## src/rtl/pipeline_hazard_ctrl.sv

```systemverilog
// Stall/flush sequencer for a 5-stage IF/ID/EX/MEM/WB pipeline.
// Resolves data-memory waits, taken redirects and load-use hazards in
// fixed priority. It drives per-stage hold/bubble controls and the PC enable.
// It also keeps saturating perf counters and a sticky memory-timeout flag.
module pipeline_hazard_ctrl #(
  parameter int REDIRECT_BUBBLES = 1,
  parameter int MEM_TIMEOUT      = 64,
  parameter int CNT_W            = 32
) (
  input  logic             clk,
  input  logic             rst_n,
  input  logic [4:0]       id_rs1_addr,
  input  logic [4:0]       id_rs2_addr,
  input  logic             id_uses_rs1,
  input  logic             id_uses_rs2,
  input  logic [4:0]       ex_rd_addr,
  input  logic             ex_mem_read,
  input  logic             ex_redirect,
  input  logic             mem_req,
  input  logic             dmem_ready,
  output logic             stall_if_id,
  output logic             stall_id_ex,
  output logic             stall_ex_mem,
  output logic             stall_mem_wb,
  output logic             flush_if_id,
  output logic             flush_id_ex,
  output logic             flush_ex_mem,
  output logic             flush_mem_wb,
  output logic             pc_write_en,
  output logic [CNT_W-1:0] stall_cycles,
  output logic [CNT_W-1:0] flush_events,
  output logic             mem_timeout_err
);

  localparam logic S_RUN      = 1'b0;
  localparam logic S_REDIRECT = 1'b1;

  // bubble_cnt must hold REDIRECT_BUBBLES-1.
  // wait_cnt must hold MEM_TIMEOUT-1 and saturates there.
  localparam int BW = (REDIRECT_BUBBLES > 1) ? $clog2(REDIRECT_BUBBLES) : 1;
  localparam int WW = (MEM_TIMEOUT > 1) ? $clog2(MEM_TIMEOUT) : 1;
  localparam logic [BW-1:0] BUBBLE_INIT = BW'(REDIRECT_BUBBLES - 1);
  localparam logic [WW-1:0] WAIT_LAST   = WW'(MEM_TIMEOUT - 1);

  logic          state;
  logic [BW-1:0] bubble_cnt;
  logic [WW-1:0] wait_cnt;
  logic          mem_busy;
  logic          load_use;
  logic          redirect_take;

  assign mem_busy = mem_req & ~dmem_ready;
  assign load_use = ex_mem_read & (ex_rd_addr != 5'd0) &
                    ((id_uses_rs1 & (id_rs1_addr == ex_rd_addr)) |
                     (id_uses_rs2 & (id_rs2_addr == ex_rd_addr)));
  // A redirect seen while memory is busy is held until the wait ends.
  assign redirect_take = ex_redirect & ~mem_busy;

  // Prioritised control decode.
  // Everything reads deasserted (PC frozen) while reset is held.
  always_comb begin
    stall_if_id  = 1'b0;
    stall_id_ex  = 1'b0;
    stall_ex_mem = 1'b0;
    stall_mem_wb = 1'b0;
    flush_if_id  = 1'b0;
    flush_id_ex  = 1'b0;
    flush_ex_mem = 1'b0;
    flush_mem_wb = 1'b0;
    pc_write_en  = 1'b0;
    if (rst_n) begin
      if (mem_busy) begin
        // Freeze everything upstream of MEM and drain a bubble into WB.
        stall_if_id  = 1'b1;
        stall_id_ex  = 1'b1;
        stall_ex_mem = 1'b1;
        flush_mem_wb = 1'b1;
      end else if (ex_redirect) begin
        flush_if_id = 1'b1;
        flush_id_ex = 1'b1;
        pc_write_en = 1'b1;
      end else if (state == S_REDIRECT) begin
        flush_if_id = 1'b1;
        pc_write_en = 1'b1;
      end else if (load_use) begin
        stall_if_id = 1'b1;
        flush_id_ex = 1'b1;
      end else begin
        pc_write_en = 1'b1;
      end
    end
  end

  // Redirect sequencing: a new redirect (re)loads the bubble count.
  // The last REDIRECT cycle is the one that observes bubble_cnt==1.
  always_ff @(posedge clk or negedge rst_n) begin
    if (!rst_n) begin
      state      <= S_RUN;
      bubble_cnt <= '0;
    end else if (!mem_busy) begin
      if (ex_redirect) begin
        if (REDIRECT_BUBBLES > 1) begin
          state      <= S_REDIRECT;
          bubble_cnt <= BUBBLE_INIT;
        end else begin
          state      <= S_RUN;
          bubble_cnt <= '0;
        end
      end else if (state == S_REDIRECT) begin
        if (bubble_cnt <= BW'(1)) begin
          state      <= S_RUN;
          bubble_cnt <= '0;
        end else begin
          bubble_cnt <= bubble_cnt - BW'(1);
        end
      end
    end
  end

  // Consecutive dmem-wait tracking and sticky timeout flag.
  always_ff @(posedge clk or negedge rst_n) begin
    if (!rst_n) begin
      wait_cnt        <= '0;
      mem_timeout_err <= 1'b0;
    end else if (mem_busy) begin
      if (wait_cnt == WAIT_LAST) mem_timeout_err <= 1'b1;
      else                       wait_cnt        <= wait_cnt + WW'(1);
    end else begin
      wait_cnt <= '0;
    end
  end

  // Saturating perf counters.
  always_ff @(posedge clk or negedge rst_n) begin
    if (!rst_n) begin
      stall_cycles <= '0;
      flush_events <= '0;
    end else begin
      if (!pc_write_en && (stall_cycles != '1)) stall_cycles <= stall_cycles + CNT_W'(1);
      if (redirect_take && (flush_events != '1)) flush_events <= flush_events + CNT_W'(1);
    end
  end

endmodule

```

## config.mk

```make
export PLATFORM = sky130hd
export DESIGN_NAME = pipeline_hazard_ctrl
export DESIGN_NICKNAME = d
export VERILOG_FILES = /design/src/rtl/pipeline_hazard_ctrl.sv
export SDC_FILE = /design/constraint.sdc
export NUM_CORES = 1
export LEC_CHECK = 0
export ABC_AREA = 1
export BUFFER_PORTS_ARGS = -buffer_cell sky130_fd_sc_hd__buf_2
export CORE_UTILIZATION = 56
export CTS_CLUSTER_SIZE = 28
export DETAILED_ROUTE_END_ITERATION = 10
export GPL_ROUTABILITY_DRIVEN = 0
export PLACE_DENSITY_LB_ADDON = 0.3
export REMOVE_ABC_BUFFERS = 1
export SYNTH_ARGS = -nofsm -noshare
export SYNTH_HDL_FRONTEND = slang
export SYNTH_SLANG_ARGS = --single-unit
```

## constraint.sdc

```tcl
create_clock -name clk -period 2.67 [get_ports clk]
set_clock_uncertainty 0.2 [all_clocks]
set_input_delay 0 -clock clk [delete_from_list [all_inputs] [get_ports clk]]
set_output_delay 0 -clock clk [all_outputs]
set_load 0.01 [all_outputs]
```

==> flow_summary.ini, run 1 <==
[global_routing]
first_global_vias = 4608
grt_pass1_wl_mm = 21.30
grt_max_degree = 72
grt_use_total = 0.3060
grt-ovfl-total = 0
antenna_found_initial = 0

[power_and_ir_drop]
total_power_uw = 2742
power_leakage_uw = 0.002931
ir_drop_v = 0.0004294
p_per_area_nw_per_um2 = 495.9

[sta]
period_minus_slack_ns = 2.350
worst_slew_pin_slew_ns = 0.9066
finalSetupTns_ns = 0
holdWs_ns = 0.07701
drv_slew = 0
finalSetupViolations = 0
max_freq_mhz = 425.6
max_slew_margin = 0.3956
final_hold_viol_count = 0
fin_crit_sh = 0.8800
rsz0062_at_grt = false

[floorplanning]
start_util = 0.5782
rows = 33
die_x_um = 94.11
boundaryPins = 97
chipHeight_um = 94.11
core_um2 = 8217
die_area_um2 = 8856

[synthesis]
ys.warnings.count = 0
synth_edf_count = 0
synthTopCellsByArea = dfrtp_1, nand2_1, nor2_1
ys_ff_latch = 71
synth_top_area_share = 0.3740
synth_cell_types = 34
synth_top_area_cell = dfrtp_1
synth.top_cells.by_count = nand2_1, nor2_1, inv_1
syn_inst = 716
synth.most_common_cell = nand2_1
synth-async-reset-ratio = 1.000
synth_area_um2 = 4751
synth_seq_area_share = 0.3740
ys.flop_type = dfrtp_1
avgSynthCellArea_um2 = 6.635

[worst_setup_path]
cpMostUsedCell = nand2_1
worst_ep_required_time_ns = 2.70
critical_path_class = reg -> reg
path_cells = ha_1, nand3_1, inv_1, nand2_1, nor2_1, nand2_1, nand2_2, inv_1, nand2_1, nand2_1, nand2_1
crit_path_top_delay_cell = inv_1
crit_path_start_kind = flip-flop
cp-end-kind = flip-flop
critPathMaxStageDelay_ns = 0.50
crit_arrival_ns = 2.38
worst-path-max-fanout = 21

[clocking]
ctsResizeCount = 0
clkTransAtPathRegs_ns = 0.07
cts_root_buf = clkbuf_8
cts-buffers-inserted = 9
cts_tree = done
cts_htree_levels = 3
cts.path.max_buffers = 2
cts_num_sinks = 71
clk_latency_ns = 0.35

[routing]
totalWireLength_mm = 12.51
vias_per_cell = 5.364
ant_nets = 0
drt-initial-drc-count = 329
dr.pass1.iters = 5
drc = 0
wl_per_cell_um = 13.53
vias = 4962

[cells_and_area]
fin_util = 0.6731
syn_to_final_growth_pct = 16.41
diodes = 0
final_nets = 841
fill_cells = 746
drive_gt1_frac = 0.1573

[worst_hold_path]
hp-class = in -> reg

[flow_run]
cap_viol_max_count = 0

[placement]
portBuffers = 94
hpwlAfterDp_mm = 9.362

[outcome]
status = finished, final reports clean
[cell usage in the layout (no fill, tap or decap), types with 2 or more instances in the layout]
cell type        n
nor2_1          89
a21boi_0         2
nand3_1         59
dfrtp_1         71
nor3_2           2
o21ai_0         12
xnor2_1          7
ha_1             3
a31oi_1          2
buf_2           94
buf_4            7
nor3b_1          2
clkbuf_8        12
xor2_1          33
nor2_4           2
nand3b_1         5
conb_1           2
clkbuf_1         2
nor3_1          33
nand2_1        279
a21oi_1          2
inv_2            3
nand2_2          2
o21ai_1          2
dlygate4sd3_1    3
nand4_1          5
inv_1           76
[logic make-up (layout without fill, tap and decap cells)]
group / after synthesis / count (layout) / synth area share
buffers and inverters: 96 / 199 / 0.08744
xor gates and xnor gates: 40 / 40 / 0.07374
AOI/OAI and AO/OA: 23 / 23 / 0.02765
other: 1 / 2 / 0.0007893
and+or+nand+nor: 482 / 482 / 0.4285
DFF: 71 / 71 / 0.3740
adders and majority gates: 3 / 3 / 0.007902
[repair_timing]
item	4_1_cts	5_1_grt
hold buffers	3	0
hold endpoints to repair	78	0
buffers inserted	0	0
[registers in the layout (all words and copies together) (netlist names)]
register / cells
mem_timeout_err: 1
flush_events: 32
wait_cnt: 6
stall_cycles: 32
[area by class of cell]
cell class	count	area (um^2)	share of cell area
clock buffers	14	172.7	0.03122
clock inverters	2	37.54	0.006787
inverters	79	296.5	0.05362
multi-input cells	550	2562	0.4633
flip-flops and latches	71	1777	0.3213
well taps	105	131.4	0.02376
repair buffers	104	553.0	0.1000
[worst max-delay path: cells and delay by family (launching register included)]
kind | cells | cell delay, ns
AND/OR/NAND/NOR | 8 | 0.80
adder cells (fa/ha/maj) | 1 | 0.23
buffers and inverters | 2 | 0.57
flip-flops | 1 | 0.43
[power by group]
group | internal (uW) | switching [uW]
clock | 510 | 404
combinational | 201 | 310
sequential | 1170 | 151
[through the flow]
step | instance area (um^2) | worst slack, ns | std cells
2_1_floorplan | 4636 | 0.04790 | 700
3_3_place_gp | 5290 | 0.4265 | 906
3_5_place_dp | 5290 | 0.3442 | 906
4_1_cts | 5530 | 0.3104 | 925
5_1_grt | 5530 | 0.06523 | 925
6_report | 5530 | 0.3205 | 925
[routing by layer]
metal,wire [um],up-vias,track usage
li1,-,2426,-
met1,5518,2293,0.4192
met2,5785,203,0.4836
met3,869,40,0.04854
met4,338,0,0.1179
met5,0,-,0
[worst paths after layout]
path / from / end / slack (ns) / cells past startpoint
min in group asynchronous: rst_n / stall_cycles[21] / 0.26 / 3
worst max register to register: flush_events[0] / flush_events[9] / 0.32 / 11
worst min register to register: wait_cnt[5] / wait_cnt[5] / 0.27 / 1
max in group asynchronous: rst_n / stall_cycles[7] / 1.39 / 3
worst min-delay path: ex_redirect / flush_events[0] / 0.08 / 5
worst max-delay path: flush_events[0] / flush_events[9] / 0.32 / 11
No activity file was read; power rests on OpenSTA's default activity.
==> run 2, diff against run 1 <==
- PLACE_DENSITY_LB_ADDON: 0.3 -> 0.2
==> flow_summary.ini, run 2 (same netlist as run 1, synthesis figures left out) <==
[global_routing]
antenna_found_initial = 0
grt_use_total = 0.2910
grt_max_degree = 72
first_global_vias = 4300
grt_pass1_wl_mm = 20.14
grt-ovfl-total = 0

[sta]
worst_slack_ns = 0.3899
finalSetupViolations = 0
fin_crit_sh = 0.8540
max_slew_margin = 0.4073
period_minus_slack_ns = 2.280
drv_slew = 0
rsz0062_at_grt = false
worst_slew_pin_slew_ns = 0.8890
holdWs_ns = 0.03968
finalSetupTns_ns = 0
max_freq_mhz = 438.6
final_hold_viol_count = 0

[cells_and_area]
final_nets = 840
largestRegisters = flush_events x32, stall_cycles x32, wait_cnt x6
drive_gt1_frac = 0.1563
stdcell_count = 924
fill_cells = 761
diodes = 0
syn_to_final_growth_pct = 16.33
layout_common_cells = nand2_1, buf_2, nor2_1
final_common_cell = nand2_1

[routing]
totalWireLength_mm = 12.11
dr.pass1.iters = 5
vias_per_cell = 5.238
wl_per_cell_um = 13.10
drt-initial-drc-count = 394
vias = 4840
drc = 0
ant_nets = 0

[outcome]
status = finished, final reports clean

[worst_setup_path]
worst-path-max-fanout = 29
crit_path_start_kind = flip-flop
crit_arrival_ns = 2.36
critPathMaxStageDelay_ns = 0.48
rr_worst_depth = 10
endpoint = stall_cycles[30]
cp-end-kind = flip-flop
critical_path_class = reg -> reg
path_cells = ha_1, nand3_4, nor2_4, nand4_4, nor2_4, nand3_2, nand2_1, buf_4, nand2_1, nand2_1
worst_ep_required_time_ns = 2.75
r2r_setup_slack_ns = 0.39
cpMostUsedCell = nand2_1
critPathLaunch = stall_cycles[0]
crit_path_top_delay_cell = dfrtp_1
r2r-start = stall_cycles[0]
r2r-end = stall_cycles[30]

[placement]
portBuffers = 94
dp.cells = 905
dp_slack_ns = 0.4458
hpwlAfterDp_mm = 8.974

[floorplanning]
die_x_um = 94.11
chipHeight_um = 94.11
core_um2 = 8217
die_area_um2 = 8856
start_util = 0.5782
boundaryPins = 97
rows = 33

[power_and_ir_drop]
p_per_area_nw_per_um2 = 503.2
power_leakage_uw = 0.002931
ir_drop_v = 0.0003461

[worst_hold_path]
hp-class = in -> reg

[clocking]
clk_latency_ns = 0.36
cts_htree_levels = 3
ctsResizeCount = 0
cts_root_buf = clkbuf_8
post_cts_buffers = 0
clkTransAtPathRegs_ns = 0.08
cts-buffers-inserted = 9
hold_buffers = 3
cts_tree = done
cts.path.max_buffers = 2
cts_num_sinks = 71

[flow_run]
cap_viol_max_count = 0
## run 2: cell count changes in the layout (fill, tap and decap cells not counted), sizes merged
cell,before,now
buf,101,100
bufinv,1,2
clkbuf,14,11
clkinvlp,1,0
clkinv,0,3
## run 2: worst min path at each step
stage / startpoint / endpoint / slack (ns) / cells after the start
floorplan: rst_n / flush_events[0] / -0.50 / 0
global placement: rst_n / stall_cycles[17] / 0.14 / 2
detailed placement: rst_n / stall_cycles[18] / 0.15 / 2
CTS: ex_redirect / flush_events[0] / 0.02 / 5
global route: ex_redirect / flush_events[0] / 0.08 / 5
finish: ex_redirect / flush_events[0] / 0.04 / 5
## run 2: critical path, delay by kind of cell, from the launching register on
| kind | cells | cell delay (ns) |
|---|---|---|
| and+or+nand+nor | 8 | 0.92 |
| adders and majority gates | 1 | 0.29 |
| DFF | 1 | 0.48 |
| buffers and inverters | 1 | 0.32 |
## run 2: layer usage
metal  part of all wire  wire length, um  GRT usage
met5                  0                0          0
met4              0.015              184    0.09487
met3              0.070              845    0.04126
met2               0.43             5262     0.4361
met1               0.48             5813     0.4289
## run 2: report_power, final
part	switching, uW	internal [uW]
combinational	307	199
clock	431	529
sequential	148	1170
total	886	1900
## run 2: layout make-up
cell class	instances	area, um^2	share of cell area
inverters	79	296.5	0.05366
well taps	105	131.4	0.02377
repair buffers	103	545.5	0.09871
flip-flops and latches	71	1777	0.3215
clock buffers	11	131.4	0.02377
multi-input cells	550	2562	0.4637
clock inverters	5	82.58	0.01494
## run 2: stage by stage
stage	utilization	instance area, um^2	total power [uW]
final	0.6726	5527	2781
after floorplan	-	4636	1601
after detailed placement	0.6429	5283	1827
after CTS	0.6726	5527	2789
after global placement	0.6429	5283	1814
after global routing	0.6726	5527	2921
